`src/rtl/mem_bus_arbiter_pkg.sv`:
```
// Shared types for the I/D memory bus arbiter: requester IDs, FSM states and
// the fixed bus attributes of the instruction port.
package mem_bus_arbiter_pkg;

  typedef enum logic {
    REQ_I = 1'b0,
    REQ_D = 1'b1
  } req_id_t;

  typedef enum logic [1:0] {
    ARB_IDLE   = 2'd0,
    ARB_HOLD_I = 2'd1,
    ARB_HOLD_D = 2'd2
  } arb_state_t;

  localparam logic [1:0] SIZE_WORD = 2'd2;

endpackage

```
`src/rtl/mem_bus_arbiter_fifo.sv`:
```
// In-order record of which port issued each outstanding bus transaction,
// so responses can be routed back without any tag on the bus.
module mem_bus_arbiter_fifo
  import mem_bus_arbiter_pkg::*;
#(
  parameter int DEPTH = 4
) (
  input  logic                     clk,
  input  logic                     resetn,
  input  logic                     push,
  input  req_id_t                  pushId,
  input  logic                     pop,
  output req_id_t                  head,
  output logic                     full,
  output logic                     empty,
  output logic [$clog2(DEPTH):0]   count
);

  localparam int PTR_W = $clog2(DEPTH);

  logic [DEPTH-1:0] slots;
  logic [PTR_W-1:0] wrPtr;
  logic [PTR_W-1:0] rdPtr;
  logic             doPush;
  logic             doPop;

  assign full   = (count == (PTR_W + 1)'(DEPTH));
  assign empty  = (count == '0);
  assign head   = req_id_t'(slots[rdPtr]);
  assign doPush = push && !full;
  assign doPop  = pop && !empty;

  // DEPTH is a power of two, so the pointers wrap by plain overflow.
  always_ff @(posedge clk) begin
    if (!resetn) begin
      slots <= '0;
      wrPtr <= '0;
      rdPtr <= '0;
      count <= '0;
    end else begin
      if (doPush) begin
        slots[wrPtr] <= pushId;
        wrPtr        <= wrPtr + 1'b1;
      end
      if (doPop) begin
        rdPtr <= rdPtr + 1'b1;
      end
      case ({doPush, doPop})
        2'b10:   count <= count + 1'b1;
        2'b01:   count <= count - 1'b1;
        default: count <= count;
      endcase
    end
  end

endmodule

```
`src/rtl/mem_bus_arbiter.sv`:
```
// Arbitrates the fetch (I) and memory (D) ports onto one split-handshake bus
// and routes in-order responses back to the issuing port.
//
// state      | meaning
// -----------+-------------------------------------------------------------
// ARB_IDLE   | free to pick a winner each cycle; grant on m_addr_ok
// ARB_HOLD_I | I request presented but not yet accepted; bus locked to I
// ARB_HOLD_D | D request presented but not yet accepted; bus locked to D
module mem_bus_arbiter
  import mem_bus_arbiter_pkg::*;
#(
  parameter int ADDR_W     = 32,
  parameter int DATA_W     = 32,
  parameter int MAX_OUTST  = 4,
  parameter int D_PRIORITY = 1
) (
  input  logic                         clk,
  input  logic                         resetn,
  input  logic                         i_req,
  input  logic [ADDR_W-1:0]            i_addr,
  output logic                         i_addr_ok,
  output logic                         i_data_ok,
  output logic [DATA_W-1:0]            i_rdata,
  input  logic                         d_req,
  input  logic                         d_wr,
  input  logic [1:0]                   d_size,
  input  logic [ADDR_W-1:0]            d_addr,
  input  logic [DATA_W-1:0]            d_wdata,
  output logic                         d_addr_ok,
  output logic                         d_data_ok,
  output logic [DATA_W-1:0]            d_rdata,
  output logic                         m_req,
  output logic                         m_wr,
  output logic [1:0]                   m_size,
  output logic [ADDR_W-1:0]            m_addr,
  output logic [DATA_W-1:0]            m_wdata,
  input  logic                         m_addr_ok,
  input  logic                         m_data_ok,
  input  logic [DATA_W-1:0]            m_rdata,
  output logic [$clog2(MAX_OUTST):0]   outstanding,
  output logic                         proto_err
);

  arb_state_t state;
  req_id_t    lastGrant;
  req_id_t    winner;
  req_id_t    busOwner;
  req_id_t    head;
  logic       busReq;
  logic       ownerD;
  logic       accept;
  logic       respValid;
  logic       full;
  logic       empty;

  always_comb begin
    winner = REQ_I;
    if (d_req && !i_req) begin
      winner = REQ_D;
    end else if (d_req && i_req) begin
      winner = (D_PRIORITY != 0 || lastGrant == REQ_I) ? REQ_D : REQ_I;
    end
  end

  // A held request keeps the bus even if the other port would now win.
  always_comb begin
    busOwner = winner;
    busReq   = 1'b0;
    case (state)
      ARB_HOLD_I: begin
        busOwner = REQ_I;
        busReq   = 1'b1;
      end
      ARB_HOLD_D: begin
        busOwner = REQ_D;
        busReq   = 1'b1;
      end
      default: busReq = !full && (i_req || d_req);
    endcase
    if (!resetn) begin
      busReq = 1'b0;
    end
  end

  assign ownerD  = (busOwner == REQ_D);
  assign m_req   = busReq;
  assign m_wr    = busReq && ownerD && d_wr;
  assign m_size  = !busReq ? 2'd0 : (ownerD ? d_size : SIZE_WORD);
  assign m_addr  = !busReq ? '0 : (ownerD ? d_addr : i_addr);
  assign m_wdata = (busReq && ownerD) ? d_wdata : '0;

  assign accept    = busReq && m_addr_ok;
  assign i_addr_ok = accept && !ownerD;
  assign d_addr_ok = accept && ownerD;

  assign respValid = resetn && m_data_ok && !empty;
  assign i_data_ok = respValid && (head == REQ_I);
  assign d_data_ok = respValid && (head == REQ_D);
  assign i_rdata   = m_rdata;
  assign d_rdata   = m_rdata;

  mem_bus_arbiter_fifo #(
    .DEPTH (MAX_OUTST)
  ) orderFifo (
    .clk    (clk),
    .resetn (resetn),
    .push   (accept),
    .pushId (busOwner),
    .pop    (respValid),
    .head   (head),
    .full   (full),
    .empty  (empty),
    .count  (outstanding)
  );

  always_ff @(posedge clk) begin
    if (!resetn) begin
      state     <= ARB_IDLE;
      lastGrant <= REQ_I;
      proto_err <= 1'b0;
    end else begin
      if (m_data_ok && empty) begin
        proto_err <= 1'b1;
      end
      if (accept) begin
        lastGrant <= busOwner;
      end
      case (state)
        ARB_IDLE: begin
          if (busReq && !m_addr_ok) begin
            state <= ownerD ? ARB_HOLD_D : ARB_HOLD_I;
          end
        end
        ARB_HOLD_I, ARB_HOLD_D: begin
          if (m_addr_ok) begin
            state <= ARB_IDLE;
          end
        end
        default: state <= ARB_IDLE;
      endcase
    end
  end

endmodule

```
`config.mk`:
```
export PLATFORM = sky130hd
export DESIGN_NAME = mem_bus_arbiter
export DESIGN_NICKNAME = d
export VERILOG_FILES = /design/src/rtl/mem_bus_arbiter_pkg.sv /design/src/rtl/mem_bus_arbiter_fifo.sv /design/src/rtl/mem_bus_arbiter.sv
export SDC_FILE = /design/constraint.sdc
export NUM_CORES = 1
export LEC_CHECK = 0
export BUFFER_PORTS_ARGS = -buffer_cell sky130_fd_sc_hd__buf_2
export CAP_MARGIN = 30
export CORE_AREA = 2 2 106 108
export CTS_CLUSTER_DIAMETER = 50
export DETAILED_ROUTE_END_ITERATION = 7
export DIE_AREA = 0 0 108 110
export PLACE_DENSITY = 0.63
export RECOVER_POWER = 100
export SYNTH_ARGS = -nofsm -noshare
export SYNTH_HDL_FRONTEND = slang
export SYNTH_SLANG_ARGS = --single-unit
```
`constraint.sdc`:
```
create_clock -name clk -period 3.1 [get_ports clk]
set_input_delay 0.465 -clock clk [delete_from_list [all_inputs] [get_ports clk]]
set_output_delay 0.465 -clock clk [all_outputs]
set_load 0.02 [all_outputs]
```
# Yosys cells after proc, flatten, opt, wreduce, memory -nomap -nowiden
# Index checks and enable logic that the tools add are counted.
[word_totals] in_bits=137 wordCells=69 ff_bits=14
[classes] mux=20 order_cmp=3 reduce_logical=28 n_eq_ne=7 n_addsub=4 n_bitwise=1
[ops] operator="$mux W32" count=3
[ops] operator="$logic_and A1 B1 Y1" count=17
[ops] operator="$mux W2" count=5
[ops] operator="$lt A2 B3 Y1 const B" count=2
[ops] operator="$mux W1" count=6
[ops] operator="$pmux W3 S2" count=1
[ops] operator="$logic_not A1 Y1" count=5
[ops] operator="$add A2 B1 Y2 const B" count=2
[ops] operator="$bwmux W4" count=1
[ops] operator="$eq A2 B1 Y1 const B" count=2
[ops] operator="$eq A2 B2 Y1 const B" count=2
[ops] operator="$pmux W2 S2" count=1
[ops] operator="$add A3 B1 Y3 const B" count=1
[ops] operator="$eq A3 B3 Y1 const B" count=1
[ops] operator="$logic_not A3 Y1" count=1
[ops] operator="$sub A3 B1 Y3 const B" count=1
[ops] operator="$bmux W1 S2" count=1
[ops] operator="$demux W1 S2" count=1
[ops] operator="$ge A2 B1 Y1 const B" count=1
[ops] operator="$logic_not A2 Y1" count=1
[ops] operator="$ne A2 B1 Y1 const B" count=1
[ops] operator="$ne A2 B2 Y1 const B" count=1
[ops] operator="$pmux W1 S2" count=1
[ops] operator="$reduce_and A2 Y1" count=1
[ops] operator="4 further kinds" count=4

# Logic depth before layout (Yosys ltp)
# Gate-level depths: netlist of run 1.
[depth] ltp_word=9 depth_mapped=12

# By module
# From an unflattened synthesis of run 1, not the netlist that was laid out.
[unflattened] hier_cells=308 hier_area_um2=2085.8
[modules_own_cells] mod="mem_bus_arbiter" area_per_inst_um2=1476.4 cells_per_inst=244 n_inst=1
[modules_own_cells] mod="mem_bus_arbiter_fifo" area_per_inst_um2=609.3 cells_per_inst=64 n_inst=1

# Worst setup path after synthesis of run 1
# Ideal clock, no wire load.
[synth_timing] path_type="register to register" start="register state[0]" end="register orderFifo.count[2]" path_slack_ps=340 t_required_ps=3030 synth_period_minus_slack_ps=2760 stages_incl_launch_ff=13 arrival_time_ps=2690 setup_time_ps=70 cell_sequence="dfxtp_1 -> inv_1 -> ha_1 -> buf_2 -> o31a_1 -> buf_2 -> nand3_1 -> ha_1 -> inv_1 -> fa_1 -> xor2_1 -> or3_2 -> a21oi_1"
[synth_via] elab_chain_len=8 elab_cells_between_ends=11
[synth_lines] element="start, declared" line="mem_bus_arbiter.sv:44" source="arb_state_t state;"
[synth_lines] element="start signal, assigned" line="mem_bus_arbiter.sv:131" source="state <= ownerD ? ARB_HOLD_D : ARB_HOLD_I;"
[synth_lines] element="$eq A2 B1 Y1 / $eq A2 B2 Y1 (equally long branches)" line="mem_bus_arbiter.sv:69" source="case (state)"
[synth_lines] element="$reduce_or A2 Y1 (no source line) (*)"
[synth_lines] element="$mux W1 (*)" line="mem_bus_arbiter.sv:69"
[synth_lines] element="$mux W1 (*)" line="mem_bus_arbiter.sv:80" source="if (!resetn) begin"
[synth_lines] element="$logic_and A1 B1 Y1 (*)" line="mem_bus_arbiter.sv:92" source="assign accept = busReq && m_addr_ok;"
[synth_lines] element="$logic_and A1 B1 Y1 (*)" line="mem_bus_arbiter_fifo.sv:30" source="assign doPush = push && !full;"
[synth_lines] element="$eq A2 B1 Y1 / $eq A2 B2 Y1 (equally long branches)" line="mem_bus_arbiter_fifo.sv:48" source="case ({doPush, doPop})"
[synth_lines] element="$pmux W3 S2 / $reduce_bool A2 Y1 (equally long branches)"
[synth_lines] element="end signal, assigned" line="mem_bus_arbiter_fifo.sv:49" source="2'b10: count <= count + 1'b1;"
[synth_lines] element="end signal, assigned" line="mem_bus_arbiter_fifo.sv:50" source="2'b01: count <= count - 1'b1;"
[synth_lines] element="end signal, assigned" line="mem_bus_arbiter_fifo.sv:51" source="default: count <= count;"
[synth_lines] element="end, declared" line="mem_bus_arbiter_fifo.sv:16" source="output logic [$clog2(DEPTH):0] count"
# Mark *: on every way between the ends. The rest lies on a longest branch, timed or not.
# A chain may end at the register's enable or synchronous reset.

# Worst setup path after layout of run 1
[layout_timing] start="input port resetn" end="output port m_addr[29]"
[layout_via] elab_chain_len=2
[layout_lines] element="start, declared" line="mem_bus_arbiter.sv:18" source="input logic resetn,"
[layout_lines] element="$mux W1" line="mem_bus_arbiter.sv:80"
[layout_lines] element="$mux W32" line="mem_bus_arbiter.sv:89" source="assign m_addr = !busReq ? '0 : (ownerD ? d_addr : i_addr);"
[layout_lines] element="end, declared" line="mem_bus_arbiter.sv:35" source="output logic [ADDR_W-1:0] m_addr,"
# No other way between the ends.

==> results.py, run 1 <==
metrics = {
    "place": {
        "dpl_worst_slack_ns": 0.528,
        "io_buffers": 180,
        "hpwl_mm": 5.72,
        "gp_congestion": 0.777,
        "dp_cells": 545,
    },
    "timing": {
        "rsz0062_at_grt": "false",
        "timing.final.ws_setup_ns": 0.287,
        "setup_viol": 0,
        "worst_pin_slew_ns": 0.942,
        "fin_skew_ns": 0.00167,
        "report.final.hold_viol_count": 0,
        "period_share_pct": 90.7,
        "final-max-slew-violation-count": 0,
        "maxSlewHeadroom_pct": 37.0,
        "fmax_mhz": 355,
        "min_period_ns": 2.81,
        "fin_setup_tns_ns": 0,
    },
    "clock_tree": {
        "cts_tree": "yes",
        "cts_hold_buf": 0,
        "cts_resized": 0,
        "cts.sinks": 14,
        "cts_max_path_buffers": 2,
        "clk_pin_slew_ns": 0.06,
        "post_cts_buffers": 0,
        "cts_buffers": 3,
        "clock_latency_ns": 0.24,
        "htreeDepth": 1,
        "root_buffer": "clkbuf_8",
    },
    "floorplan": {
        "core_sq_um": 10700,
        "rows": 38,
        "dieArea_sq_um": 11900,
        "io_pins": 277,
        "initial_core_util_pct": 19.6,
        "die_y_um": 110,
        "die_w_um": 108,
    },
    "synthesis": {
        "synth_top_family_by_area": "simple AND/OR/NAND/NOR gates",
        "synth_simple_gate_area_share_pct": 32.2,
        "avgSynthCellArea_sq_um": 6.96,
        "synth.most_common_cell": "nand2_1",
        "synth_xor_area_share_pct": 1.25,
        "synth_compound_area_share_pct": 11.8,
        "async_flop_share_pct": 0,
        "yosysUniqueCellTypes": 32,
        "yosys-top-cells-count": "nand2_1 (74), buf_4 (64), a21oi_1 (35)",
        "synth_edf_count": 0,
        "ys_warn_count": 0,
        "ys_top_cells_by_area": "buf_4 (23%), dfxtp_1 (13%), nand2_1 (13%)",
        "synth_area_leader_cell": "buf_4",
        "netlist_area_sq_um": 2100,
        "syn_inst": 302,
        "synth-adder-area-share_pct": 5.12,
        "synth_top_area_share_pct": 22.9,
        "yosysSeqAreaShare_pct": 13.3,
        "synthMuxAreaShare_pct": 6.73,
        "syn-num-nets": 447,
        "synthFlopType": "dfxtp_1",
        "ys_ff_latch": 14,
    },
    "outcome": {
        "status": "complete, no violations",
    },
    "final_layout": {
        "fin_cells": 549,
        "drive_gt1_share_pct": 36.9,
        "utilization_pct": 24.0,
        "antenna_cells": 0,
        "area_growth_pct": 22.4,
        "nets": 555,
    },
    "setup_path": {
        "cp.arrival_ns": 2.35,
        "path_depth": 6,
        "required_ns": 2.63,
        "cp_max_fo": 35,
        "path_delay_family": "buffers and inverters",
        "cpMostUsedCell": "clkbuf_1",
        "timing_worst_setup_path_type": "input pin to primary output",
        "max_stage_delay_ns": 0.46,
        "cp_cell_sequence": "clkbuf_1 > o31a_1 > clkbuf_1 > o21ai_4 > a21oi_1 > clkbuf_1",
        "regToRegEndpoint": "orderFifo.count[2]$_SDFFE_PN0P_",
        "cp-start-kind": "input pin",
        "r2r_cells": 10,
        "r2r_start": "state[1]$_SDFFE_PN0P_",
        "rrSetupSlack_ns": 0.50,
        "setup.worst_path.start": "resetn",
        "crit_end": "m_addr[29]",
        "cp-end-kind": "primary output",
        "cp_num_buf_inv": 3,
        "crit_path_top_delay_cell": "clkbuf_1",
    },
    "drt": {
        "remaining_drc_errors": 0,
        "via_per_inst": 4.06,
        "first_iter_violations": 30,
        "num_vias": 2227,
        "wirelength_mm": 6.95,
        "dr.pass1.iters": 4,
        "ant_nets": 0,
        "wire_per_inst_um": 12.7,
    },
    "grt": {
        "grt_pass1_wl_mm": 9.89,
        "grt_pass1_vias": 2028,
        "grt_use_total_pct": 10.7,
        "antenna_found_initial": 0,
        "gr-total-overflow": 0,
        "grt_max_degree": 36,
    },
    "flow_run": {
        "cap_violations": 0,
    },
    "power": {
        "clock_power_share_pct": 22.0,
        "p_int_uw": 466,
        "switching_power_uw": 349,
        "p_comb_share_pct": 52.7,
        "swShare_pct": 42.8,
        "power.density_nw_per_um2": 317,
        "total_leakage_power_nw": 1.29,
        "max-vdd-ir-drop_mv": 0.174,
        "seq_power_share_pct": 25.3,
    },
    "hold_path": {
        "hp-class": "flip-flop to flip-flop",
    },
}
-- worst register-to-register path, delay by kind of cell, from the launching register on --
family	cells	cell delay, ns
adders and majority gates	3	0.87
and+or+nand+nor	2	0.57
AOI/OAI and AO/OA	2	0.47
DFF	1	0.35
xor gates and xnor gates	1	0.16
buffers and inverters	2	0.11
-- power groups by stage --
| stage | registers, mW | clock network, mW | logic (mW) |
|---|---|---|---|
| 3_5_place_dp | 0.211 | 0 | 0.461 |
| 3_3_place_gp | 0.210 | 0 | 0.462 |
| 6_report | 0.207 | 0.179 | 0.430 |
| 5_1_grt | 0.209 | 0.196 | 0.477 |
| 2_1_floorplan | 0.215 | 0 | 0.408 |
| 4_1_cts | 0.207 | 0.182 | 0.464 |
-- kinds of logic after synthesis --
logic type	after synthesis
simple gates	132
buf+inv	91
compound gates	42
flops	14
mux	12
fa+ha+maj	8
xor+xnor	3
-- sequential cells by signal, indices dropped and copies added (netlist names) --
| register | cells |
|---|---|
| state | 2 |
| orderFifo.rdPtr | 2 |
| orderFifo.slots | 4 |
| proto_err | 1 |
| orderFifo.wrPtr | 2 |
| orderFifo.count | 3 |
-- worst min path at each step --
| stage | from | to | slack (ns) | cells after the start |
|---|---|---|---|---|
| 2_1_floorplan | orderFifo.slots[2]$_SDFFE_PN0P_ | orderFifo.slots[2]$_SDFFE_PN0P_ | 0.44 | 2 |
| 3_3_place_gp | proto_err$_SDFFE_PN0P_ | proto_err$_SDFFE_PN0P_ | 0.45 | 2 |
| 3_5_place_dp | orderFifo.slots[0]$_SDFFE_PN0P_ | orderFifo.slots[0]$_SDFFE_PN0P_ | 0.46 | 2 |
| 4_1_cts | orderFifo.slots[1]$_SDFFE_PN0P_ | orderFifo.slots[1]$_SDFFE_PN0P_ | 0.47 | 2 |
| 5_1_grt | orderFifo.slots[1]$_SDFFE_PN0P_ | orderFifo.slots[1]$_SDFFE_PN0P_ | 0.50 | 2 |
| 6_report | orderFifo.slots[1]$_SDFFE_PN0P_ | orderFifo.slots[1]$_SDFFE_PN0P_ | 0.46 | 2 |
-- cells in the final DEF, fill, tap and decap left out, types with 3 or more instances in the layout --
master    synthesis  routed
dfxtp_1          14      14
and2_0            0      18
buf_4            64       3
nor2_1            9       9
and2_2            5       7
buf_2             7     128
nand3_1           4       4
a21oi_1          35      35
and2_1            9       9
clkbuf_8          0       4
ha_1              7       7
mux2i_1           9       9
nand4_1           4       4
clkbuf_1          6      53
inv_1            10      10
nand2_1          74      74
-- metrics by stage --
| step | hold WS [ns] | total power [mW] | area (sq um) |
|---|---|---|---|
| 2_1_floorplan | 0.435 | 0.623 | 2100 |
| 3_3_place_gp | 0.446 | 0.672 | 2630 |
| 3_5_place_dp | 0.457 | 0.672 | 2630 |
| 4_1_cts | 0.466 | 0.853 | 2690 |
| 5_1_grt | 0.499 | 0.882 | 2570 |
| 6_report | 0.463 | 0.816 | 2570 |
-- final cells by class --
cell class | instances | area [sq um]
inverter | 10 | 37.5
timing repair buffer | 184 | 862
fill | 1256 | 8130
sequential | 14 | 280
clock buffer | 4 | 55.1
multi-input combinational | 197 | 1160
tap | 140 | 175
-- per-layer routing --
metal	track usage [%]	up-vias	part of all wire [%]
li1	-	1113	-
met1	11.2	935	37
met2	21.6	162	52
met3	2.23	17	9.9
met4	2.38	0	1.3
met5	0	-	0
Note: power is estimated with default switching activity, not from simulation.
==> inputs of run 2 (changes only) <==
--- a/config.mk
+++ b/config.mk
@@ -7,12 +7,13 @@
 export LEC_CHECK = 0
 export BUFFER_PORTS_ARGS = -buffer_cell sky130_fd_sc_hd__buf_2
 export CAP_MARGIN = 30
-export CORE_AREA = 2 2 106 108
+export CORE_AREA = 2 2 109 111
 export CTS_CLUSTER_DIAMETER = 50
 export DETAILED_ROUTE_END_ITERATION = 7
-export DIE_AREA = 0 0 108 110
-export PLACE_DENSITY = 0.63
+export DIE_AREA = 0 0 111 113
+export PLACE_DENSITY = 0.6
 export RECOVER_POWER = 100
 export SYNTH_ARGS = -nofsm -noshare
 export SYNTH_HDL_FRONTEND = slang
+export SYNTH_HIERARCHICAL = 1
 export SYNTH_SLANG_ARGS = --single-unit
==> run 2 against run 1 <==
  * Power rose by 4.0%
  * Sequential power down 5%
  * Cell area rose by 1.5%
  * Core utilization down 0.89 points
  * Global-route usage is 0.10 points lower
  * Die area grew 5.6%
  * Register-to-register slack got worse by 0.06 ns
  * Critical path type is now flip-flop to primary output
  * Largest power group unchanged
==> results.py, run 2 <==
metrics = {
    "clock_tree": {
        "clk_pin_slew_ns": 0.05,
        "cts_max_path_buffers": 2,
        "clock_latency_ns": 0.25,
        "cts_buffers": 3,
        "cts.sinks": 14,
        "cts_tree": "yes",
        "post_cts_buffers": 0,
        "htreeDepth": 1,
        "cts_hold_buf": 0,
        "root_buffer": "clkbuf_16",
        "cts_resized": 0,
    },
    "final_layout": {
        "largest_reg_flops": 4,
        "layout_common_cells": "buf_2 (113), nand2_1 (78), clkbuf_1 (67)",
        "fin_cells": 561,
        "nets": 564,
        "mostFrequentLayoutCell": "buf_2",
        "top_regs": "orderFifo/slots (4), orderFifo/count (3)",
        "multi_input_comb_area_sq_um": 1170,
        "fill_cells": 1339,
        "antenna_cells": 0,
        "drive_gt1_share_pct": 30.9,
        "top_register": "orderFifo/slots",
        "area_growth_pct": 25.1,
        "seq_area_sq_um": 282,
    },
    "place": {
        "io_buffers": 180,
        "dp_cells": 557,
        "gp_congestion": 0.728,
        "hpwl_mm": 6.03,
    },
    "synthesis": {
        "yosysSeqAreaShare_pct": 13.4,
        "synth_area_leader_cell": "buf_4",
        "netlist_area_sq_um": 2090,
        "synth.most_common_cell": "nand2_1",
        "async_flop_share_pct": 0,
        "yosysUniqueCellTypes": 37,
        "synth_top_area_share_pct": 23.0,
        "synth_xor_area_share_pct": 0.840,
        "yosys-top-cells-count": "nand2_1 (78), buf_4 (64), and2_1 (37)",
        "syn_inst": 308,
        "synth_compound_area_share_pct": 15.4,
        "ys_ff_latch": 14,
        "synthMuxAreaShare_pct": 4.08,
        "synthFlopType": "dfxtp_1",
        "ys_top_cells_by_area": "buf_4 (23%), nand2_1 (14%), dfxtp_1 (13%)",
        "syn-num-nets": 453,
        "synth_simple_gate_area_share_pct": 31.6,
        "synth_top_family_by_area": "simple AND/OR/NAND/NOR gates",
        "avgSynthCellArea_sq_um": 6.77,
        "ys_warn_count": 6,
        "synth-adder-area-share_pct": 5.16,
        "synth_edf_count": 0,
    },
    "timing": {
        "maxSlewHeadroom_pct": 48.5,
        "final-max-slew-violation-count": 0,
        "report.final.hold_viol_count": 0,
        "fin_skew_ns": 0.00150,
        "setup_viol": 0,
        "min_period_ns": 2.86,
        "fmax_mhz": 350,
        "worst_pin_slew_ns": 0.773,
        "rsz0062_at_grt": "false",
        "fin_setup_tns_ns": 0,
        "period_share_pct": 92.1,
    },
    "hold_path": {
        "hp-class": "flip-flop to flip-flop",
    },
    "floorplan": {
        "dieArea_sq_um": 12500,
        "die_w_um": 111,
        "io_pins": 277,
        "initial_core_util_pct": 18.5,
        "die_y_um": 113,
        "core_sq_um": 11300,
        "rows": 39,
    },
    "outcome": {
        "status": "complete, no violations",
    },
    "grt": {
        "gr-total-overflow": 0,
        "grt_max_degree": 37,
        "grt_pass1_wl_mm": 10.8,
        "antenna_found_initial": 0,
        "grt_use_total_pct": 10.6,
        "grt_pass1_vias": 2133,
    },
    "setup_path": {
        "cp_cell_sequence": "inv_1 > ha_1 > or3b_4 > a21boi_4 > and2_1 > clkbuf_1",
        "max_stage_delay_ns": 0.50,
        "timing_worst_setup_path_type": "flip-flop to primary output",
        "cp-end-kind": "primary output",
        "cp.arrival_ns": 2.39,
        "cp_max_fo": 34,
        "required_ns": 2.63,
        "crit_path_top_delay_cell": "a21boi_4",
        "cp-start-kind": "flip-flop",
    },
    "drt": {
        "num_vias": 2305,
        "wire_per_inst_um": 12.8,
        "remaining_drc_errors": 0,
        "wirelength_mm": 7.21,
        "via_per_inst": 4.11,
        "dr.pass1.iters": 4,
        "ant_nets": 0,
        "first_iter_violations": 97,
    },
    "power": {
        "max-vdd-ir-drop_mv": 0.160,
        "total_leakage_power_nw": 1.20,
        "power.density_nw_per_um2": 325,
    },
    "flow_run": {
        "cap_violations": 0,
    },
}
## run 2: worst paths after layout
path | from | to | slack (ns) | cells past startpoint
setup / recovery | state[0]$_SDFFE_PN0P_ | m_wdata[4] | 0.24 | 6
hold / removal | orderFifo/rdPtr[0]$_SDFFE_PN0P_ | orderFifo/rdPtr[0]$_SDFFE_PN0P_ | 0.49 | 2
setup reg to reg | state[0]$_SDFFE_PN0P_ | orderFifo/count[2]$_SDFFE_PN0P_ | 0.44 | 12
hold reg to reg | orderFifo/rdPtr[0]$_SDFFE_PN0P_ | orderFifo/rdPtr[0]$_SDFFE_PN0P_ | 0.49 | 2
## run 2: per-stage QoR
stage	area (sq um)	setup slack, ns	utilization (%)	hold slack [ns]	total power, mW
2_1_floorplan	2100	0.0520	-	0.455	0.572
3_3_place_gp	2640	0.487	23.4	0.474	0.607
3_5_place_dp	2640	0.462	23.4	0.477	0.605
4_1_cts	2730	0.179	24.2	0.484	0.884
5_1_grt	2610	0.0527	23.2	0.517	0.898
6_report	2610	0.244	23.2	0.489	0.848
## run 2: where the power goes
| part | leakage [nW] | internal [mW] | switching [mW] |
|---|---|---|---|
| Combinational | 1.04 | 0.137 | 0.239 |
| Sequential | 0.114 | 0.188 | 0.00794 |
| Clock | 0.0442 | 0.196 | 0.0793 |
## run 2: worst max-delay path: cells and delay by family, from the launching register on
family	cells	cell delay, ns
simple gates	2	0.65
flops	1	0.32
buf+inv	2	0.30
fa+ha+maj	1	0.37
compound gates	1	0.50
## run 2: area by class of cell
cell class,instances,area share [%]
Sequential cell,14,10.8
Clock buffer,4,3.40
Timing Repair Buffer,185,32.6
Inverter,11,1.58
Multi-Input combinational cell,204,44.7
Tap cell,143,6.86
## run 2: logic make-up (layout without fill, tap and decap cells)
family                   Yosys count  count (layout)
AND/OR/NAND/NOR                  135             135
buffers and inverters             90             200
AO/OA/AOI/OAI                     53              53
flip-flops                        14              14
adder cells (fa/ha/maj)            8               8
multiplexers                       6               6
XOR/XNOR                           2               2
## run 2: layer usage
| metal | vias up | GRT usage (%) | share of wire (%) |
|---|---|---|---|
| met2 | 153 | 21.3 | 53 |
| li1 | 1146 | - | - |
| met3 | 20 | 2.09 | 9.4 |
| met1 | 986 | 10.9 | 36 |
| met5 | - | 0 | 0 |
| met4 | 0 | 3.42 | 2.2 |
